===== config.mk =====
export PLATFORM = sky130hd
export DESIGN_NAME = svc_rv_stage_wb_q
export DESIGN_NICKNAME = d
export VERILOG_FILES = /design/src/rtl/svc_rv_stage_wb_q.sv
export SDC_FILE = /design/constraint.sdc
export NUM_CORES = 1
export LEC_CHECK = 0
export BUFFER_PORTS_ARGS = -buffer_cell sky130_fd_sc_hd__buf_2
export CORE_ASPECT_RATIO = 0.8
export CORE_MARGIN = 2
export CORE_UTILIZATION = 30
export DETAILED_ROUTE_END_ITERATION = 10
export GPL_TIMING_DRIVEN = 0
export MAX_ROUTING_LAYER = met4
export PLACE_DENSITY = 0.46
export RECOVER_POWER = 25
export SETUP_SLACK_MARGIN = 0.05
export SLEW_MARGIN = 25
export SYNTH_ARGS = -nofsm -noshare
export SYNTH_HDL_FRONTEND = slang
export SYNTH_SLANG_ARGS = --single-unit

===== constraint.sdc =====
create_clock -name clk -period 7.47 [get_ports clk]
set_clock_uncertainty 0.15 [all_clocks]
set_input_delay 0.747 -clock clk [delete_from_list [all_inputs] [get_ports clk]]
set_output_delay 0.747 -clock clk [all_outputs]
set_load 0.05 [all_outputs]

===== src/rtl/svc_rv_stage_wb_q.sv =====
// Write-back/retire stage: result select to the register file, a DEPTH-entry
// retire queue, a retired-instruction counter and a halt latch for EBREAK/trap.
module svc_rv_stage_wb_q #(
    parameter int XLEN  = 32,
    parameter int DEPTH = 4,
    parameter int NSRC  = 6,
    localparam int SRC_W = $clog2(NSRC)
) (
    input  logic                   clk,
    input  logic                   rst_n,
    input  logic [SRC_W-1:0]       res_src_wb,
    input  logic [NSRC*XLEN-1:0]   src_data_wb,
    input  logic [31:0]            instr_wb,
    input  logic [XLEN-1:0]        pc_plus4_wb,
    input  logic [XLEN-1:0]        rs1_data_wb,
    input  logic [XLEN-1:0]        rs2_data_wb,
    input  logic                   trap_wb,
    input  logic [1:0]             trap_code_wb,
    input  logic                   reg_write_wb,
    input  logic                   s_valid,
    output logic                   s_ready,
    output logic [XLEN-1:0]        rd_data_wb,
    output logic                   rd_we_wb,
    output logic                   m_valid,
    input  logic                   m_ready,
    output logic [31:0]            instr_ret,
    output logic [XLEN-1:0]        pc_ret,
    output logic [XLEN-1:0]        rs1_data_ret,
    output logic [XLEN-1:0]        rs2_data_ret,
    output logic [XLEN-1:0]        rd_data_ret,
    output logic                   trap_ret,
    output logic [1:0]             trap_code_ret,
    output logic                   reg_write_ret,
    output logic                   ebreak_ret,
    output logic                   halted,
    input  logic                   halt_clr,
    output logic [63:0]            instret
);
    localparam int PTR_W = $clog2(DEPTH);
    localparam int CNT_W = PTR_W + 1;

    logic [PTR_W-1:0] r_rd_ptr, r_wr_ptr;
    logic [CNT_W-1:0] r_count;
    logic             r_halted;
    logic [63:0]      r_instret;

    logic [31:0]      r_instr_q [DEPTH];
    logic [XLEN-1:0]  r_pc_q    [DEPTH];
    logic [XLEN-1:0]  r_rs1_q   [DEPTH];
    logic [XLEN-1:0]  r_rs2_q   [DEPTH];
    logic [XLEN-1:0]  r_rd_q    [DEPTH];
    logic             r_trap_q  [DEPTH];
    logic [1:0]       r_tcode_q [DEPTH];
    logic             r_rw_q    [DEPTH];
    logic             r_ebrk_q  [DEPTH];

    logic [XLEN-1:0]  w_rd_data;
    logic             w_accept, w_push, w_pop, w_ebreak, w_full;

    // Out-of-range selects fall through to the zero default.
    always_comb begin
        w_rd_data = '0;
        for (int i = 0; i < NSRC; i++)
            if (res_src_wb == SRC_W'(i)) w_rd_data = src_data_wb[i*XLEN +: XLEN];
    end

    assign w_full   = (r_count == CNT_W'(DEPTH));
    assign s_ready  = !w_full && !r_halted;
    assign m_valid  = (r_count != '0);
    assign w_accept = s_valid && s_ready;
    assign w_push   = w_accept;
    assign w_pop    = m_valid && m_ready;
    assign w_ebreak = (instr_wb == 32'h0010_0073);

    assign rd_data_wb = w_rd_data;
    assign rd_we_wb   = w_accept && reg_write_wb && !trap_wb;

    always_ff @(posedge clk or negedge rst_n) begin
        if (!rst_n) begin
            r_rd_ptr  <= '0;
            r_wr_ptr  <= '0;
            r_count   <= '0;
            r_halted  <= 1'b0;
            r_instret <= '0;
        end else begin
            if (w_push) r_wr_ptr <= r_wr_ptr + PTR_W'(1);
            if (w_pop) begin
                r_rd_ptr  <= r_rd_ptr + PTR_W'(1);
                r_instret <= r_instret + 64'd1;
            end
            case ({w_push, w_pop})
                2'b10:   r_count <= r_count + CNT_W'(1);
                2'b01:   r_count <= r_count - CNT_W'(1);
                default: r_count <= r_count;
            endcase
            // A halting accept outranks a same-cycle clear.
            if (w_accept && (w_ebreak || trap_wb)) r_halted <= 1'b1;
            else if (halt_clr)                     r_halted <= 1'b0;
        end
    end

    // Payload storage carries no reset; m_valid gates every read.
    always_ff @(posedge clk) begin
        if (w_push) begin
            r_instr_q[r_wr_ptr] <= instr_wb;
            r_pc_q[r_wr_ptr]    <= pc_plus4_wb - XLEN'(4);
            r_rs1_q[r_wr_ptr]   <= rs1_data_wb;
            r_rs2_q[r_wr_ptr]   <= rs2_data_wb;
            r_rd_q[r_wr_ptr]    <= w_rd_data;
            r_trap_q[r_wr_ptr]  <= trap_wb;
            r_tcode_q[r_wr_ptr] <= trap_code_wb;
            r_rw_q[r_wr_ptr]    <= reg_write_wb;
            r_ebrk_q[r_wr_ptr]  <= w_ebreak;
        end
    end

    assign instr_ret     = m_valid ? r_instr_q[r_rd_ptr] : '0;
    assign pc_ret        = m_valid ? r_pc_q[r_rd_ptr]    : '0;
    assign rs1_data_ret  = m_valid ? r_rs1_q[r_rd_ptr]   : '0;
    assign rs2_data_ret  = m_valid ? r_rs2_q[r_rd_ptr]   : '0;
    assign rd_data_ret   = m_valid ? r_rd_q[r_rd_ptr]    : '0;
    assign trap_ret      = m_valid ? r_trap_q[r_rd_ptr]  : 1'b0;
    assign trap_code_ret = m_valid ? r_tcode_q[r_rd_ptr] : 2'b0;
    assign reg_write_ret = m_valid ? r_rw_q[r_rd_ptr]    : 1'b0;
    assign ebreak_ret    = m_valid ? r_ebrk_q[r_rd_ptr]  : 1'b0;

    assign halted  = r_halted;
    assign instret = r_instret;
endmodule


After elaboration in Yosys (flattened, before gate mapping)
Memory sizes are Yosys's and may differ from the RTL's.
Cells that the tools add are included.
{"block": "word_totals", "regBits": 72, "mem_bits_rw": 660, "wordCells": 63, "mem_count": 9}
{"block": "classes", "addsub": 6, "eq_ne": 9, "mux": 20, "reduce_logical": 14}
{"memory": "r_instr_q", "words": 4, "width": 32, "read_ports": 1, "rd_clocked_by_memory_dff": 0, "wr": 1, "line": "47", "source": "logic [31:0] r_instr_q [DEPTH];"}
{"memory": "r_pc_q", "words": 4, "width": 32, "read_ports": 1, "rd_clocked_by_memory_dff": 0, "wr": 1, "line": "48", "source": "logic [XLEN-1:0] r_pc_q [DEPTH];"}
{"memory": "r_rd_q", "words": 4, "width": 32, "read_ports": 1, "rd_clocked_by_memory_dff": 0, "wr": 1, "line": "51", "source": "logic [XLEN-1:0] r_rd_q [DEPTH];"}
{"memory": "r_rs1_q", "words": 4, "width": 32, "read_ports": 1, "rd_clocked_by_memory_dff": 0, "wr": 1, "line": "49", "source": "logic [XLEN-1:0] r_rs1_q [DEPTH];"}
{"memory": "r_rs2_q", "words": 4, "width": 32, "read_ports": 1, "rd_clocked_by_memory_dff": 0, "wr": 1, "line": "50", "source": "logic [XLEN-1:0] r_rs2_q [DEPTH];"}
{"memory": "r_tcode_q", "words": 4, "width": 2, "read_ports": 1, "rd_clocked_by_memory_dff": 0, "wr": 1, "line": "53", "source": "logic [1:0] r_tcode_q [DEPTH];"}
{"memory": "+3 memories"}
{"op": "32-bit two-way mux", "count": 11}
{"op": "64-bit by 1-bit adder with 64-bit output, second input constant", "count": 1}
{"op": "32-bit by 21-bit equality test with 1-bit output, second input constant", "count": 1}
{"op": "32-bit by 3-bit subtractor with 32-bit output, second input constant", "count": 1}
{"op": "3-bit equality test, second input constant", "count": 3}
{"op": "1-bit two-way mux", "count": 7}
{"op": "3-bit by 2-bit equality test with 1-bit output, second input constant", "count": 2}
{"op": "1-bit logical AND", "count": 6}
{"op": "3-bit one-hot mux with 2 select lines", "count": 1}
{"op": "2-bit by 1-bit adder with 2-bit output, second input constant", "count": 2}
{"op": "2-bit nonzero test", "count": 2}
{"op": "3-bit by 1-bit adder with 3-bit output, second input constant", "count": 1}
{"op": "3-bit by 1-bit equality test with 1-bit output, second input constant", "count": 1}
{"op": "1-bit zero test", "count": 3}
{"op": "3-bit zero test", "count": 1}
{"op": "3-bit nonzero test", "count": 1}
{"op": "3-bit by 1-bit subtractor with 3-bit output, second input constant", "count": 1}
{"op": "2-bit by 1-bit equality test with 1-bit output, second input constant", "count": 1}
{"op": "2-bit equality test, second input constant", "count": 1}
{"op": "2-bit two-way mux", "count": 1}
{"op": "1-bit logical OR", "count": 1}

Logic depth before layout (Yosys ltp)
{"block": "logic_depth", "depth_word": 7, "depth_mapped": 10, "ltp_nobuf": 10}

Worst setup path after synthesis
OpenSTA, ideal clock, no wires.
{"block": "synth_timing", "path_type": "flip-flop to flip-flop", "from": "register r_halted (netlist: halted)", "to": "memory r_ebrk_q[0] (enable)", "setup_ps": 546, "arrival_time_ps": 5551, "required_time_ps": 6774, "slack_ps": 1222, "path_stages_with_launch": 3, "synth_period_minus_slack_ps": 6248, "cell_sequence": "dfrtp_1 > a31oi_1 > and3_1"}
{"block": "synth_via", "elab_chain_cells": 5}
{"item": "start, declared", "line": "44", "source": "logic r_halted;"}
{"item": "start signal, assigned", "line": "83", "source": "r_halted <= 1'b0;"}
{"item": "start signal, assigned", "line": "97", "source": "if (w_accept && (w_ebreak || trap_wb)) r_halted <= 1'b1;"}
{"item": "start signal, assigned", "line": "98", "source": "else if (halt_clr) r_halted <= 1'b0;"}
{"item": "1-bit zero test", "line": "68", "source": "assign s_ready = !w_full && !r_halted;"}
{"item": "1-bit logical AND", "line": "68"}
{"item": "via s_ready", "line": "21", "source": "output logic s_ready,"}
{"item": "1-bit logical AND", "line": "70", "source": "assign w_accept = s_valid && s_ready;"}
{"item": "1-bit two-way mux", "line": "104", "source": "if (w_push) begin"}
{"item": "1-bit two-way mux (not written as such)", "line": "113", "source": "r_ebrk_q[r_wr_ptr] <= w_ebreak;"}
{"item": "end, declared", "line": "55", "source": "logic r_ebrk_q [DEPTH];"}
The timed path passes the listed nets, and every way through them passes these cells.

Final worst setup path
{"block": "layout_timing", "from": "input res_src_wb[1]", "to": "output rd_data_wb[12]"}
{"block": "layout_via", "elab_chain_cells": 7}
{"item": "start, declared", "line": "11", "source": "input logic [SRC_W-1:0] res_src_wb,"}
{"item": "3-bit zero test", "line": "64", "source": "if (res_src_wb == SRC_W'(i)) w_rd_data = src_data_wb[i*XLEN +: XLEN];"}
{"item": "32-bit two-way mux (5 in series)", "line": "64"}
{"item": "32-bit two-way mux (*)", "line": "64"}
{"item": "end, declared", "line": "22", "source": "output logic [XLEN-1:0] rd_data_wb,"}
Every way passes the cells marked *; elsewhere a longest branch is shown, timed or not.

==> run metrics <==
Post-Syn Area per Cell=18.1 µm²; post-route insts no fill=3772; fin nets=2715; share of layout cells above drive strength 1=34.4%; GRT overflow=0; clock root buffer=clkbuf_16; worst slew pin tran=2440 ps; final instance area=38000 µm²; reg2reg setup slack=4680 ps; Area Growth Syn to Fin=25.1%; Clock Power Share=24.0%; Reg clk slew, reported paths=50 ps; R2R Path Start=r_count[0]; hold path depth=2; internal power=9.38 mW; Die ar.=104000 µm²; routed wire length=89.5 mm; Syn. warnings=0; r2r endpoint=r_pc_q[2][19]; sequential share of power=33.2%; number of global-route vias before repair=19174; Buffers on Ports=594; Detail Route Antenna Nets=0; Die H=289 µm; Area after DPL=35600 µm²; Inst Count DP=3616; max-cap viol count=1; Hold Path Class=input port to flip-flop; Via density=4.77; Setup CP Type=input port to output pin; Leakage=13.9 nW; Unique masters post-synth=46; Longest Clk Path Bufs=3; Sw Pwr=6.56 mW; core box area=100000 µm²; Fmax achieved=220 MHz; syn_nets=2016; Initial Utilization=30.3%; final worst slack=2920 ps; Fillers=9590; Final GP Congestion=0.974; status=finished, violations left; Die Wd=360 µm; global-route wire length before repair=129 mm; max_slew headroom=-62.6%; Hold Path Sink=halted; combinational power share=42.8%; final hold vios=0; drt pass-1 iters=5; GRT Overall Usage=17.4%; Post-CTS Setup Bufs=0; WP data arrival=3650 ps; DRC errors left=0; largest net degree at the start of global routing=43; io pins=597; Place WS=2710 ps; synthesized instance count=1676; Finish-stage setup viols=0; worst-path maximum fanout=10; worst path required time=6570 ps; initial antenna violation count=9; Final Critical Period=4550 ps; clock buffer count from CTS=81; drt initial violations=1057; HP Start=halt_clr; Clock Latency Late Sink=630 ps; Seq/Total Area, Yosys=71.1%; Tcrit/Tclk final=60.9%; # hold bufs at CTS=1; RSZ-0062 raised after global routing=false; row cnt=104; Synth Register Bits=732; vias=17987; Worst Reg-to-Reg Cells=5; Synth Cell Area=30400 µm²; post-DP HPWL=65.5 mm; crit end category=output pin; VDD IR-drop max=0.000301 V; Net Sw Frac=41.2%; violated checks=capacitance limit, slew limit; Sink Count=732; DR WL/cell=23.7 µm; CTS tree=done; PwrDens=419 nW/µm²; Slew Limit Fails=42; post-CTS sizing=0; htree depth=3; Worst Setup Start Kind=input port; total power=15.9 mW
worst max-delay path by stage:
stage | from | to | slack, ps | depth (start not counted)
2_1_floorplan | halted | r_ebrk_q[0] | 1220 | 2
3_3_place_gp | r_count[0] | r_instr_q[0][30] | -2080 | 3
3_5_place_dp | res_src_wb[1] | rd_data_wb[12] | 2710 | 7
4_1_cts | res_src_wb[1] | rd_data_wb[12] | 2710 | 7
5_1_grt | res_src_wb[1] | rd_data_wb[12] | 2660 | 7
6_report | res_src_wb[1] | rd_data_wb[12] | 2920 | 7
power groups by stage:
stage	combinational (mW)	clock [mW]	sequential, mW
floorplan	4.81	0	5.51
global placement	6.88	0	5.60
detailed placement	7.03	0	5.39
CTS	7.05	3.96	5.31
global route	7.27	4.11	5.35
finish	6.83	3.82	5.30
Yosys cell counts (all sizes together):
library cell / instances / share of area (%)
a21oi: 26 / 0.43
a31oi: 1 / 0.021
and2: 169 / 3.5
and2b: 1 / 0.025
and3: 8 / 0.16
and3b: 1 / 0.029
and4: 4 / 0.12
buf: 31 / 0.48
clkbuf: 51 / 0.63
dfrtp: 72 / 5.9
edfxtp: 660 / 65
fa: 1 / 0.066
ha: 7 / 0.29
inv: 25 / 0.31
mux2i: 59 / 1.9
mux4: 171 / 13
nand2: 65 / 0.81
nand2b: 5 / 0.10
nand3: 31 / 0.54
nand3b: 1 / 0.025
nand4: 28 / 0.65
nor2: 65 / 0.80
nor3: 26 / 0.47
nor3b: 3 / 0.074
nor4: 22 / 0.64
nor4b: 4 / 0.21
nor4bb: 1 / 0.033
o21ai: 3 / 0.049
o221ai: 26 / 0.75
o22ai: 6 / 0.12
o311ai: 1 / 0.029
o31ai: 1 / 0.025
or3: 2 / 0.041
or4: 4 / 0.099
xnor2: 38 / 1.1
xor2: 57 / 1.6
logic make-up after synthesis:
logic type | count (synthesis) | share of synthesized area (%)
DFF | 732 | 71.1
muxes | 230 | 14.6
xor gates and xnor gates | 95 | 2.74
and+or+nand+nor | 440 | 8.31
buffers and inverters | 107 | 1.42
adders and majority gates | 8 | 0.354
AOI/OAI and AO/OA | 64 | 1.42
stage by stage:
step / hold slack [ps] / util, % / TNS [ps]
global placement: 302 / 34.9 / -1347960
floorplan: 301 / - / 0
global route: 131 / 37.8 / 0
CTS: 99.4 / 37.9 / 0
finish: 154 / 37.8 / 0
detailed placement: 308 / 35.4 / 0
per-layer routing:
layer	part of all wire (%)	global-route usage (%)	up-vias	wire (µm)
li1	-	-	8027	-
met1	41	20.7	9259	36300
met2	51	29.3	555	45200
met3	5.7	4.20	146	5130
met4	3.2	5.74	0	2840
met5	0	-	-	0
flip-flops by register name (all words and copies together), names as in the netlist:
signal and cells:
r_rs2_q 128, r_trap_q 4, r_rd_ptr 2, r_rd_q 128, r_count 3, r_rs1_q 128, instret 64, r_instr_q 128
r_rw_q 4, r_pc_q 128, r_tcode_q 8, halted 1, r_wr_ptr 2, r_ebrk_q 4
cell usage in the layout, fill, tap and decap left out, types with 4 or more instances in the layout:
| cell | Yosys | routed |
|---|---|---|
| edfxtp_1 | 660 | 660 |
| buf_2 | 23 | 513 |
| clkbuf_1 | 51 | 173 |
| mux4_2 | 171 | 171 |
| and2_1 | 168 | 168 |
| clkbuf_16 | 0 | 82 |
| dfrtp_1 | 72 | 72 |
| nor2_1 | 65 | 65 |
| nand2_1 | 64 | 64 |
| mux2i_1 | 59 | 59 |
| xor2_1 | 57 | 57 |
| xnor2_1 | 38 | 38 |
| nand3_1 | 29 | 29 |
| a21oi_1 | 26 | 26 |
| o221ai_1 | 26 | 26 |
| nand4_1 | 26 | 26 |
| inv_1 | 25 | 25 |
| nor3_1 | 25 | 24 |
| nor4_1 | 17 | 17 |
| clkinv_1 | 0 | 15 |
| clkinv_2 | 0 | 12 |
| buf_16 | 0 | 12 |
| diode_2 | 0 | 9 |
| buf_12 | 0 | 8 |
| buf_1 | 8 | 7 |
| ha_1 | 7 | 7 |
| o22ai_1 | 6 | 6 |
| nand2b_1 | 5 | 5 |
| or4_1 | 4 | 4 |
| and3_4 | 0 | 4 |
| and4_1 | 4 | 4 |
| and3_1 | 8 | 4 |
| bufinv_16 | 0 | 4 |
critical path: stages:
cell	delay, ps
clkbuf_1	250
and2_1	170
clkbuf_1	540
clkbuf_1	640
a21oi_1	180
o221ai_1	680
buf_2	430
area by class of cell:
cell class / count / area (µm²) / share of cell area [%]
diodes: 9 / 22.5 / 0.0592
plain buffers: 82 / 340 / 0.895
clock buffers: 105 / 2170 / 5.70
clock inverters: 41 / 385 / 1.01
inverters: 25 / 93.8 / 0.247
multi-input cells: 837 / 8370 / 22.0
flip-flops and latches: 732 / 21600 / 56.9
well taps: 1325 / 1660 / 4.36
repair buffers: 616 / 3350 / 8.82
Power figures use the tool's default switching activity.
